File: src/rtl/ro_sampler_ctrl.sv
// Ring-oscillator TRNG sampler: warm-up, XOR decimation into words, valid/ready output.
// Optional repetition-count health test enabled by defining HEALTH_TEST_EN.
module ro_sampler_ctrl #(
    parameter int unsigned NUM_RO    = 4,
    parameter int unsigned WORD_W    = 32,
    parameter int unsigned WARMUP    = 64,
    parameter int unsigned DECIM     = 8,
    parameter int unsigned REP_LIMIT = 16
) (
    input  logic              clock,
    input  logic              reset,
    input  logic              start,
    input  logic              stop,
    output logic [NUM_RO-1:0] ro_halt,
    input  logic [NUM_RO-1:0] ro_signal,
    output logic [WORD_W-1:0] data,
    output logic              valid,
    input  logic              ready,
    output logic              busy,
    output logic              health_fail
);

    localparam int unsigned WU_W = $clog2(WARMUP + 1);
    localparam int unsigned DC_W = $clog2(DECIM + 1);
    localparam int unsigned BC_W = $clog2(WORD_W + 1);

    localparam logic [WU_W-1:0] WU_LAST = WU_W'(WARMUP - 1);
    localparam logic [DC_W-1:0] DC_LAST = DC_W'(DECIM - 1);
    localparam logic [BC_W-1:0] BC_LAST = BC_W'(WORD_W - 1);

    typedef enum logic [2:0] {
        S_IDLE,
        S_WARMUP,
        S_COLLECT,
        S_HOLD,
        S_FAIL
    } state_e;

    state_e            state_q, state_d;
    logic [NUM_RO-1:0] sync_q;
    logic [WU_W-1:0]   warm_q, warm_d;
    logic [DC_W-1:0]   dec_q, dec_d;
    logic [BC_W-1:0]   bits_q, bits_d;
    logic [WORD_W-1:0] data_q, data_d;
    logic              raw_bit;
    logic              bit_tick;

`ifdef HEALTH_TEST_EN
    localparam int unsigned RC_W = $clog2(REP_LIMIT + 1);
    localparam logic [RC_W-1:0] RC_LIMIT = RC_W'(REP_LIMIT);
    logic [RC_W-1:0] rep_q, rep_d;
    logic            last_q, last_d;
`endif

    assign raw_bit  = ^sync_q;
    assign bit_tick = (state_q == S_COLLECT) && !stop && (dec_q == DC_LAST);

    always_ff @(posedge clock or posedge reset) begin
        if (reset) begin
            state_q <= S_IDLE;
            sync_q  <= '0;
            warm_q  <= '0;
            dec_q   <= '0;
            bits_q  <= '0;
            data_q  <= '0;
`ifdef HEALTH_TEST_EN
            rep_q   <= '0;
            last_q  <= 1'b0;
`endif
        end else begin
            state_q <= state_d;
            sync_q  <= ro_signal;
            warm_q  <= warm_d;
            dec_q   <= dec_d;
            bits_q  <= bits_d;
            data_q  <= data_d;
`ifdef HEALTH_TEST_EN
            rep_q   <= rep_d;
            last_q  <= last_d;
`endif
        end
    end

    always_comb begin
        state_d = state_q;
        warm_d  = warm_q;
        dec_d   = dec_q;
        bits_d  = bits_q;
        data_d  = data_q;
        unique case (state_q)
            S_IDLE: begin
                warm_d = '0;
                dec_d  = '0;
                bits_d = '0;
                if (start && !stop) state_d = S_WARMUP;
            end
            S_WARMUP: begin
                if (stop) begin
                    state_d = S_IDLE;
                end else if (warm_q == WU_LAST) begin
                    state_d = S_COLLECT;
                    dec_d   = '0;
                    bits_d  = '0;
                end else begin
                    warm_d = warm_q + 1'b1;
                end
            end
            S_COLLECT: begin
                if (stop) begin
                    state_d = S_IDLE;
                end else if (bit_tick) begin
                    dec_d  = '0;
                    data_d = {data_q[WORD_W-2:0], raw_bit};
                    bits_d = bits_q + 1'b1;
                    if (bits_q == BC_LAST) state_d = S_HOLD;
                end else begin
                    dec_d = dec_q + 1'b1;
                end
            end
            S_HOLD: begin
                if (stop) begin
                    state_d = S_IDLE;
                end else if (ready) begin
                    state_d = S_COLLECT;
                    dec_d   = '0;
                    bits_d  = '0;
                end
            end
            S_FAIL: ;
            default: state_d = S_IDLE;
        endcase

`ifdef HEALTH_TEST_EN
        rep_d  = rep_q;
        last_d = last_q;
        if (state_q == S_IDLE) rep_d = '0;
        // A failing bit overrides the HOLD transition, so a completing word is dropped.
        if (bit_tick) begin
            if ((rep_q != '0) && (raw_bit == last_q)) rep_d = rep_q + 1'b1;
            else                                      rep_d = RC_W'(1);
            last_d = raw_bit;
            if (rep_d == RC_LIMIT) state_d = S_FAIL;
        end
`endif
    end

    always_comb begin
        ro_halt = ((state_q == S_IDLE) || (state_q == S_FAIL)) ? '1 : '0;
        valid   = (state_q == S_HOLD);
        busy    = (state_q == S_WARMUP) || (state_q == S_COLLECT) || (state_q == S_HOLD);
        data    = data_q;
`ifdef HEALTH_TEST_EN
        health_fail = (state_q == S_FAIL);
`else
        health_fail = 1'b0;
`endif
    end

endmodule

File: config.mk
export PLATFORM = sky130hd
export DESIGN_NAME = ro_sampler_ctrl
export DESIGN_NICKNAME = d
export VERILOG_FILES = /design/src/rtl/ro_sampler_ctrl.sv
export SDC_FILE = /design/constraint.sdc
export NUM_CORES = 1
export LEC_CHECK = 0
export BUFFER_PORTS_ARGS = -buffer_cell sky130_fd_sc_hd__buf_2
export CAP_MARGIN = 30
export CELL_PAD_IN_SITES_DETAIL_PLACEMENT = 1
export CELL_PAD_IN_SITES_GLOBAL_PLACEMENT = 1
export CORE_UTILIZATION = 40
export DETAILED_ROUTE_END_ITERATION = 8
export GPL_TIMING_DRIVEN = 0
export PLACE_DENSITY = 0.75
export RECOVER_POWER = 25
export REMOVE_ABC_BUFFERS = 1
export SLEW_MARGIN = 15
export SYNTH_ARGS = -nofsm -noshare
export SYNTH_HDL_FRONTEND = slang
export SYNTH_SLANG_ARGS = --single-unit
File: constraint.sdc
create_clock -name clock -period 2.5 [get_ports clock]
set_clock_uncertainty 0.15 [all_clocks]
set_input_delay 0.125 -clock clock [delete_from_list [all_inputs] [get_ports clock]]
set_output_delay 0.125 -clock clock [all_outputs]
set_load 0.01 [all_outputs]
==> flow_summary.toml <==
[outcome]
outcome = "complete, no violations"

[floorplanning]
start_util_pct = 41.8
fp-row-count = 28
coreArea_um2 = 5960
dieWidth_um = 80.9
ios = 48
dieArea_um2 = 6540
die_h_um = 80.9

[finish]
finalNonFillerCells = 391
fillCellCount = 744
ff_latch_area_um2 = 1380
antenna_cells = 0
area_growth_pct = 16.6
fin_nets = 327
multi_input_area_um2 = 1020
drive_above_1_share_pct = 12.7

[sta]
hold_violations = 0
finalMaxSlewViolations = 0
setup_viol = 0
fin_crit_sh_pct = 85.2
slew_headroom_pct = 24.5
max_freq_ghz = 0.469
fin_tns_setup_ps = 0
tightest_slew_ps = 1130
rsz0062_at_grt = "no"
min_period_ps = 2130

[yosys]
synthTopCellsByCount = "105 x nand2_1, 55 x dfrtp_1, 11 x a21oi_1, 11 x o21ai_0, 9 x clkbuf_1"
synth_seq_area_share_pct = 55.3
synth_area_um2 = 2490
synth_area_leaders = "dfrtp_1 55%, nand2_1 16%, a21oi_1 2.2%"
ys_warn_count = 0
synth_edf_count = 0
ys_ff_latch = 55
synth_ff_type = "dfrtp_1"
ys_types = 46
synthCells = 268
avgSynthCellArea_um2 = 9.29
async_reset_ff_share_pct = 100
synth_largest_area_cell = "dfrtp_1"
synth.most_common_cell = "nand2_1"
synth_top_area_share_pct = 55.3

[worst_setup_path]
rr_endpoint = "data[3]"
crit_top_cell = "nand2_1"
worstPathCellList = "nand2b_1 > nor3_4 > buf_8 > nand2_1 > nand2_1"
cp.arrival_ps = 2230
critPathTopFamily = "simple AND/OR/NAND/NOR gates"
path_class = "reg -> reg"
cp_slowest_cell = "dfrtp_1"
worstPathMaxFanout = 21
path_buf_inv = 1
r2r_slack_ps = 370
end_kind = "register"
start_kind = "register"
slowest_delay_ps = 710
r2r_cells = 5
required_ps = 2600
r2r_start = "state_q[1]"
cp.depth = 5

[cts]
cts_buffer_depth = 2
cts_setup_buffers = 0
numCtsBuffers = 5
hold_buffers = 7
post_cts_resized = 0
cts_tree = "yes"
cts.sinks = 55
cts-root-buf = "clkbuf_8"
htree_levels = 2
clkLatencyLatePin_ps = 310
clk_pin_slew_ps = 90

[global_route]
grt_overflow = 0
track_usage_pct = 17.8
antenna_found_initial = 0
grt_max_degree = 56
grt_first_pass_wirelength_mm = 8.91
grt_pass1_vias = 1887

[run]
maxCapViolCount = 0

[place]
routabilityCongestion = 0.763
dp_cells = 376
hpwl_mm = 3.60
io_buffer_count = 46

[routing]
num_vias = 2004
drc = 0
routedWlPerCell_um = 13.7
drt_iter0_markers = 96
first_pass_iters = 4
routed_via_density = 5.13
routed_wirelength_mm = 5.35
postRouteAntennaNets = 0

[pwr]
max-vdd-ir-drop_uv = 239
leakage_nw = 1.48
power_density_nw_per_um2 = 520

[hold_path]
hp-class = "in -> reg"
holdPathEnd = "bits_q[4]"
holdCritStartpoint = "ready"
hold_depth = 4
through the flow:
step | instance area (µm²) | worst slack [ps] | util (%) | power [mW] | hold WS [ps]
2_1_floorplan | 2410 | 71.8 | - | 0.968 | 6.43
3_3_place_gp | 2730 | -780 | 45.9 | 0.998 | 82.9
3_5_place_dp | 2770 | 360 | 46.5 | 1.00 | 85.1
4_1_cts | 2940 | 353 | 49.3 | 1.53 | 99.4
5_1_grt | 2900 | 151 | 48.7 | 1.58 | 131
6_report | 2900 | 369 | 48.7 | 1.51 | 121
registers in the layout (all words and copies together), names as in the netlist:
name     cells
warm_q       7
bits_q       6
state_q      2
data        32
dec_q        4
sync_q       4
worst reg2reg max path, stage by stage, from the launching register on:
cell      delay, ps
dfrtp_1         710
nand2b_1        300
nor3_4          530
buf_8           260
nand2_1          80
nand2_1          50
layout make-up:
class | instances | share of cell area, %
Timing Repair Buffer | 55 | 10.3
Tap cell | 75 | 3.23
Inverter | 6 | 0.776
Multi-Input combinational cell | 192 | 35.0
Sequential cell | 55 | 47.4
Clock buffer | 7 | 2.97
Clock inverter | 1 | 0.302
report_power, final:
part / internal [mW] / leakage, nW / switching, mW / total, mW
sequential: 0.895 / 0.758 / 0.0112 / 0.906
combinational: 0.0327 / 0.671 / 0.0495 / 0.0821
clock: 0.228 / 0.0484 / 0.292 / 0.520
total: 1.16 / 1.48 / 0.353 / 1.51
logic make-up (layout without fill, tap and decap cells):
kind of cell,count (synthesis),in the layout,synth area share [%]
AOI/OAI and AO/OA,41,41,10.7
xor gates and xnor gates,3,3,1.06
adders and majority gates,3,3,1.51
buffers and inverters,21,69,4.12
DFF,55,55,55.3
muxes,2,2,0.804
other,1,1,0.151
and+or+nand+nor,142,142,26.4
layer usage:
layer	vias to the layer above	track usage [%]	routed length, µm
met1	967	24.1	2570
met3	8	2.81	230
met2	50	28.3	2460
met4	0	6.96	87
li1	979	-	-
met5	-	0	0
placed cells by master (no fill, tap or decap), drive strengths merged, types with 4 or more instances in the layout:
master       instances
nand2              105
dfrtp               55
clkbuf              32
buf                 23
o21ai               12
a21oi               11
nand3                7
dlygate4sd3          7
inv                  6
nor2                 6
a31oi                4
how the worst max path moves through the flow:
stage	start	end	slack, ps
2_1_floorplan	state_q[0]	bits_q[5]	70
3_3_place_gp	state_q[1]	bits_q[5]	-780
3_5_place_dp	state_q[1]	data[28]	360
4_1_cts	state_q[1]	data[28]	350
5_1_grt	state_q[1]	data[17]	150
6_report	state_q[1]	data[3]	370
Note: power is estimated with default switching activity, not from simulation.
